### src/rtl/id_issue_ctrl_pkg.sv
// Shared types for the ID issue controller and its load-use scoreboard.
// Holds the issue FSM encoding and the hard-wired zero register index.
package id_issue_ctrl_pkg;

  typedef enum logic [1:0] {
    RUN   = 2'd0,
    STALL = 2'd1,
    FLUSH = 2'd2
  } issue_state_t;

  localparam logic [4:0] REG_ZERO = 5'd0;

  function automatic logic src_hazard(
    input logic       uses,
    input logic [4:0] rs,
    input logic       busy
  );
    return uses & busy & (rs != REG_ZERO);
  endfunction

endpackage

### src/rtl/id_issue_ctrl_if.sv
// Decode-side bundle between IF/ID, ID/EX and the issue controller.
// master drives the instruction/EX/load inputs, slave returns the controls.
interface id_issue_ctrl_if #(
  parameter int NREG = 32
);

  logic            id_valid;
  logic [4:0]      id_rs1;
  logic [4:0]      id_rs2;
  logic            id_uses_rs1;
  logic            id_uses_rs2;
  logic [4:0]      id_rd;
  logic            id_is_load;
  logic            ex_redirect;
  logic            ld_done;
  logic [4:0]      ld_done_rd;
  logic            issue;
  logic            stall_if;
  logic            flush_id;
  logic            bubble_ex;
  logic [NREG-1:0] sb_busy;

  modport master (
    output id_valid,
    output id_rs1,
    output id_rs2,
    output id_uses_rs1,
    output id_uses_rs2,
    output id_rd,
    output id_is_load,
    output ex_redirect,
    output ld_done,
    output ld_done_rd,
    input  issue,
    input  stall_if,
    input  flush_id,
    input  bubble_ex,
    input  sb_busy
  );

  modport slave (
    input  id_valid,
    input  id_rs1,
    input  id_rs2,
    input  id_uses_rs1,
    input  id_uses_rs2,
    input  id_rd,
    input  id_is_load,
    input  ex_redirect,
    input  ld_done,
    input  ld_done_rd,
    output issue,
    output stall_if,
    output flush_id,
    output bubble_ex,
    output sb_busy
  );

endinterface

### src/rtl/id_issue_ctrl_ld_scoreboard.sv
// In-flight load destination scoreboard; a new load wins over a same-cycle
// completion of the same register, and x0 is never marked busy.
module ld_scoreboard
  import id_issue_ctrl_pkg::*;
#(
  parameter int NREG   = 32,
  parameter int LD_LAT = 2
) (
  input  logic            clk,
  input  logic            reset,
  input  logic            set_en,
  input  logic [4:0]      set_rd,
  input  logic            clr_en,
  input  logic [4:0]      clr_rd,
  output logic [NREG-1:0] busy
);

  // ld_done can never coincide with the issue of its own load
  if (LD_LAT < 1) begin : g_lat_chk
    $error("ld_scoreboard: LD_LAT must be >= 1");
  end

  logic [NREG-1:0] busy_d;

  always_comb begin
    busy_d = busy;
    if (clr_en) begin
      busy_d[clr_rd] = 1'b0;
    end
    if (set_en && (set_rd != REG_ZERO)) begin
      busy_d[set_rd] = 1'b1;
    end
    busy_d[REG_ZERO] = 1'b0;
  end

  always_ff @(posedge clk) begin
    if (reset) begin
      busy <= '0;
    end else begin
      busy <= busy_d;
    end
  end

endmodule

### src/rtl/id_issue_ctrl.sv
// ID issue controller: load-use stall, EX redirect flush, issue control.
// Optional saturating statistics counters behind HAZARD_STATS_EN.
module id_issue_ctrl
  import id_issue_ctrl_pkg::*;
#(
  parameter int NREG   = 32,
  parameter int LD_LAT = 2,
  parameter int CNT_W  = 16
) (
  input  logic             clk,
  input  logic             reset,
  id_issue_ctrl_if.slave   bus
`ifdef HAZARD_STATS_EN
  ,
  output logic [CNT_W-1:0] stall_cycles,
  output logic [CNT_W-1:0] flush_count,
  output logic [CNT_W-1:0] issue_count
`endif
);

  localparam logic [1:0] ST_RUN   = 2'(RUN);
  localparam logic [1:0] ST_STALL = 2'(STALL);
  localparam logic [1:0] ST_FLUSH = 2'(FLUSH);

  if (CNT_W < 1) begin : g_cnt_chk
    $error("id_issue_ctrl: CNT_W must be >= 1");
  end

  logic [1:0]      state_q;
  logic [1:0]      state_d;
  logic [NREG-1:0] sb_busy;
  logic            hz;
  logic            issue;
  logic            stall_if;
  logic            flush_id;
  logic            bubble_ex;

  ld_scoreboard #(
    .NREG   (NREG),
    .LD_LAT (LD_LAT)
  ) u_sb (
    .clk    (clk),
    .reset  (reset),
    .set_en (issue & bus.id_is_load),
    .set_rd (bus.id_rd),
    .clr_en (bus.ld_done),
    .clr_rd (bus.ld_done_rd),
    .busy   (sb_busy)
  );

  assign hz = bus.id_valid & (
    src_hazard(bus.id_uses_rs1, bus.id_rs1,
               sb_busy[bus.id_rs1]) |
    src_hazard(bus.id_uses_rs2, bus.id_rs2,
               sb_busy[bus.id_rs2]));

  // STALL exits to RUN in the same cycle hz drops
  always_comb begin
    state_d   = state_q;
    issue     = 1'b0;
    stall_if  = 1'b0;
    flush_id  = 1'b0;
    bubble_ex = 1'b0;
    priority case (1'b1)
      reset: begin
        state_d = ST_RUN;
      end
      bus.ex_redirect: begin
        flush_id  = 1'b1;
        bubble_ex = 1'b1;
        state_d   = ST_FLUSH;
      end
      (state_q == ST_FLUSH): begin
        bubble_ex = 1'b1;
        state_d   = ST_RUN;
      end
      hz: begin
        stall_if  = 1'b1;
        bubble_ex = 1'b1;
        state_d   = ST_STALL;
      end
      default: begin
        issue     = bus.id_valid;
        bubble_ex = ~bus.id_valid;
        state_d   = ST_RUN;
      end
    endcase
  end

  always_ff @(posedge clk) begin
    if (reset) begin
      state_q <= ST_RUN;
    end else begin
      state_q <= state_d;
    end
  end

  assign bus.issue     = issue;
  assign bus.stall_if  = stall_if;
  assign bus.flush_id  = flush_id;
  assign bus.bubble_ex = bubble_ex;
  assign bus.sb_busy   = sb_busy;

`ifdef HAZARD_STATS_EN
  always_ff @(posedge clk) begin
    if (reset) begin
      stall_cycles <= '0;
      flush_count  <= '0;
      issue_count  <= '0;
    end else begin
      if (stall_if && (stall_cycles != '1)) begin
        stall_cycles <= stall_cycles + 1'b1;
      end
      if (flush_id && (flush_count != '1)) begin
        flush_count <= flush_count + 1'b1;
      end
      if (issue && (issue_count != '1)) begin
        issue_count <= issue_count + 1'b1;
      end
    end
  end
`endif

endmodule

### src/flat_wrapper.sv
// flat-port wrapper written by rule: the top's interface ports become plain ports
module id_issue_ctrl_flat import id_issue_ctrl_pkg::*;
#(
  parameter int NREG   = 32,
  parameter int LD_LAT = 2,
  parameter int CNT_W  = 16
)
  (clk, reset, bus_id_valid, bus_id_rs1, bus_id_rs2, bus_id_uses_rs1, bus_id_uses_rs2, bus_id_rd, bus_id_is_load, bus_ex_redirect, bus_ld_done, bus_ld_done_rd, bus_issue, bus_stall_if, bus_flush_id, bus_bubble_ex, bus_sb_busy);
  id_issue_ctrl_if #(.NREG(NREG)) bus_i ();
  input  logic clk;
  input  logic reset;
  input wire logic [$bits(bus_i.id_valid)-1:0] bus_id_valid;
  input wire logic [$bits(bus_i.id_rs1)-1:0] bus_id_rs1;
  input wire logic [$bits(bus_i.id_rs2)-1:0] bus_id_rs2;
  input wire logic [$bits(bus_i.id_uses_rs1)-1:0] bus_id_uses_rs1;
  input wire logic [$bits(bus_i.id_uses_rs2)-1:0] bus_id_uses_rs2;
  input wire logic [$bits(bus_i.id_rd)-1:0] bus_id_rd;
  input wire logic [$bits(bus_i.id_is_load)-1:0] bus_id_is_load;
  input wire logic [$bits(bus_i.ex_redirect)-1:0] bus_ex_redirect;
  input wire logic [$bits(bus_i.ld_done)-1:0] bus_ld_done;
  input wire logic [$bits(bus_i.ld_done_rd)-1:0] bus_ld_done_rd;
  output wire logic [$bits(bus_i.issue)-1:0] bus_issue;
  output wire logic [$bits(bus_i.stall_if)-1:0] bus_stall_if;
  output wire logic [$bits(bus_i.flush_id)-1:0] bus_flush_id;
  output wire logic [$bits(bus_i.bubble_ex)-1:0] bus_bubble_ex;
  output wire logic [$bits(bus_i.sb_busy)-1:0] bus_sb_busy;
  assign bus_i.id_valid = bus_id_valid;
  assign bus_i.id_rs1 = bus_id_rs1;
  assign bus_i.id_rs2 = bus_id_rs2;
  assign bus_i.id_uses_rs1 = bus_id_uses_rs1;
  assign bus_i.id_uses_rs2 = bus_id_uses_rs2;
  assign bus_i.id_rd = bus_id_rd;
  assign bus_i.id_is_load = bus_id_is_load;
  assign bus_i.ex_redirect = bus_ex_redirect;
  assign bus_i.ld_done = bus_ld_done;
  assign bus_i.ld_done_rd = bus_ld_done_rd;
  assign bus_issue = bus_i.issue;
  assign bus_stall_if = bus_i.stall_if;
  assign bus_flush_id = bus_i.flush_id;
  assign bus_bubble_ex = bus_i.bubble_ex;
  assign bus_sb_busy = bus_i.sb_busy;
  id_issue_ctrl #(.NREG(NREG), .LD_LAT(LD_LAT), .CNT_W(CNT_W)) u_core (.clk(clk), .reset(reset), .bus(bus_i));
endmodule
### config.mk
export PLATFORM = sky130hd
export DESIGN_NAME = id_issue_ctrl_flat
export DESIGN_NICKNAME = d
export VERILOG_FILES = /design/src/rtl/id_issue_ctrl_pkg.sv /design/src/rtl/id_issue_ctrl_if.sv /design/src/rtl/id_issue_ctrl_ld_scoreboard.sv /design/src/rtl/id_issue_ctrl.sv /design/src/flat_wrapper.sv
export SDC_FILE = /design/constraint.sdc
export NUM_CORES = 1
export LEC_CHECK = 0
export ABC_AREA = 0
export CAP_MARGIN = 40
export CORE_AREA = 2 2 88 90
export CTS_CLUSTER_SIZE = 25
export DETAILED_ROUTE_END_ITERATION = 10
export DIE_AREA = 0 0 90 92
export PLACE_DENSITY = 0.67
export SYNTH_ARGS = -nofsm -noshare
export SYNTH_HDL_FRONTEND = slang
export SYNTH_SLANG_ARGS = --single-unit
### constraint.sdc
create_clock -name clk -period 4.1 [get_ports clk]
set_input_delay 0.41 -clock clk [delete_from_list [all_inputs] [get_ports clk]]
set_output_delay 0.41 -clock clk [all_outputs]
set_load 0.005 [all_outputs]
==> metrics.csv <==
metric,value,unit
status,finished clean,
drt_iter0_drc,198,
cts_sinks,33,
synth-edff-count,0,
ys_seq_area_share,26.6,%
start_kind,primary input,
vias,2368,
overflow,0,
dpl_cell_area,3110,sq um
first_pass_iters,4,
start_util,33.3,%
core-area,7450,sq um
antennaDiodeCount,0,
crit_chain,clkdlybuf4s50_1 -> mux4_2 -> mux2i_1 -> mux2i_1 -> o221a_2 -> nor3_1 -> clkdlybuf4s50_1,
multi_input_area,1650,sq um
synth_ff_type,dfxtp_1,
cts_buffers,5,
dp_hpwl,5670,microns
cts_tree,yes,
p_per_area,234,nW/um^2
internal_power,0.568,mW
synth_top_family_by_area,simple AND/OR/NAND/NOR gates,
synth_mux_area_share,15.3,%
p_comb_share,15.2,%
drc,0,
maxCapViolations,0,
synthesis.area,2480,sq um
path_clk_slew,0.07,ns
min_to,u_core.u_sb.busy[19]$_SDFF_PP0_,
min_path_type,reg -> reg,
min_path_cells,2,
yosysWarnings,0,
die_x,90,microns
fin_crit_sh,85.5,%
synth_compound_area_share,25.4,%
hold_viol,0,
avgRoutedWirePerCell,18.3,microns
final.setup.tns,0,ns
post_cts_resized,0,
clock.fmax,285,MHz
yosys.area_share.simple,25.9,%
power_switching_share,24.5,%
clock_latency,0.28,ns
path_buf_inv,2,
grt_usage,19.3,%
drt-vias-per-instance,5.69,
cts_buffer_depth,2,
whs,0.515,ns
synth_fa_ha_area_share,0,%
grt_pass1_wl,12700,microns
post_cts_buffers,0,
die_area,8280,sq um
post-route-min-period,3.51,ns
grt_pass1_vias,2374,
die_h,92,microns
routed_wl,7610,microns
gp_congestion,0.986,
synth_area_per_cell,9.54,sq um
synth-seq-cells,33,
drive_gt1_share,18.2,%
design_area,3220,sq um
finClkSkew,0.00640,ns
reg2reg_slack,1.91,ns
slew_headroom,61.3,%
nFillCells,767,
slowest_stage,clkdlybuf4s50_1,
r2r_cells,6,
grt_max_degree,35,
ys_types,41,
portBuffers,62,
slowest_delay,0.84,ns
ant_nets,0,
synthArstFlopShare,0,%
hold_start,u_core.u_sb.busy[19]$_SDFF_PP0_,
cp-end-kind,output port,
synth_nets,288,
layout_commonest_cell,clkdlybuf4s50_1,
num_io_pins,64,
synth-xor-area-share,0,%
setup_viol,0,
vdd.ir_drop.worst,0.159,mV
netlist_instances,260,
layout_common_cells,"62 x clkdlybuf4s50_1, 33 x dfxtp_1, 31 x or3_1",
p_sw,0.185,mW
cts_hold_buf,0,
r2r-start,u_core.u_sb.busy[28]$_SDFF_PP0_,
cts-root-buf,clkbuf_8,
arrival,3.10,ns
rows,32,
syn2layout_area_growth,30.0,%
critPathTopFamily,buffers and inverters,
seq_area,661,sq um
rr_endpoint,u_core.u_sb.busy[23]$_SDFF_PP0_,
clockPowerShare,42.0,%
required,3.69,ns
htreeDepth,2,
crit_fanout,12,
timing_worst_setup_path_type,in -> out,
nets,341,
slew_violations,0,
seq_power_share,42.8,%
tightestPinTransition,0.578,ns
rsz0062_at_grt,false,
grt_antenna_before_repair,0,
leakagePower,1.10,nW
-- power by group through the flow --
stage,registers [mW],clock network (mW),logic (mW)
floorplan,0.329,0,0.0651
global placement,0.330,0,0.112
detailed placement,0.330,0,0.113
CTS,0.322,0.323,0.113
global route,0.322,0.335,0.124
finish,0.322,0.317,0.114
-- cells in the mapped netlist (2+ instances only) --
cell type	n	area, sq um
o31ai_2	26	325
a31oi_1	2	12.5
o31ai_1	4	30.0
nand3_1	22	110
nand3b_1	6	45.0
inv_1	3	11.3
nor3b_1	5	37.5
or3_1	31	194
mux2i_1	12	120
clkbuf_1	8	30.0
a32o_1	2	20.0
nand2_1	26	97.6
dfxtp_1	33	661
nor3_1	3	15.0
o21ba_1	2	20.0
nor2b_1	8	50.1
or2_2	2	12.5
o211ai_1	16	120
buf_6	9	101
nor2_1	8	30.0
buf_4	2	15.0
mux4_2	11	248
-- worst max path at each step --
stage	from	endpoint	slack [ns]	cells after the start
after global routing	bus_id_rs1[1]	bus_issue	0.41	7
after CTS	bus_id_rs2[0]	bus_issue	0.60	7
after detailed placement	bus_id_rs2[0]	bus_issue	0.63	7
after floorplan	bus_id_rs2[2]	bus_stall_if	1.73	7
after global placement	bus_id_rs2[0]	bus_issue	0.60	7
final	bus_id_rs1[1]	bus_issue	0.59	7
-- metal layers --
layer / wire (microns) / track usage (%) / vias up / part of all wire [%]
met3: 691 / 4.19 / 21 / 9.1
met5: 0 / 0 / - / 0
met4: 187 / 9.10 / 0 / 2.5
met1: 3360 / 26.1 / 1107 / 44
met2: 3370 / 29.3 / 121 / 44
li1: - / - / 1119 / -
-- flip-flops by register name, indices dropped and copies added, names as in the netlist --
| signal | cells |
|---|---|
| u_core.state_q | 2 |
| u_core.u_sb.busy | 31 |
-- worst min-delay path, cell delays in order, from the launching register on --
cell and delay [ns]:
dfxtp_1 0.34, nand3_1 0.07, o31ai_1 0.06
-- cell type report --
type,instances,area share (%)
Multi-Input combinational cell,203,51.3
Timing Repair Buffer,66,20.2
Clock inverter,1,0.931
Tap cell,102,3.96
Clock buffer,7,2.68
Sequential cell,33,20.5
Inverter,4,0.466
-- cell families (layout without fill, tap and decap cells) --
| kind of cell | count (synthesis) | in the layout |
|---|---|---|
| DFF | 33 | 33 |
| other | 1 | 1 |
| buffers and inverters | 24 | 78 |
| AOI/OAI and AO/OA | 61 | 61 |
| and+or+nand+nor | 117 | 117 |
| muxes | 24 | 24 |
-- through the flow --
| step | setup slack [ns] | power, mW | utilization (%) | cells |
|---|---|---|---|---|
| final | 0.594 | 0.753 | 43.3 | 416 |
| after global routing | 0.409 | 0.782 | 43.3 | 416 |
| after CTS | 0.604 | 0.758 | 43.3 | 416 |
| after detailed placement | 0.626 | 0.442 | 41.7 | 408 |
| after global placement | 0.601 | 0.441 | 41.7 | 408 |
| after floorplan | 1.73 | 0.394 | - | 260 |
No activity file was read; power rests on OpenSTA's default activity.
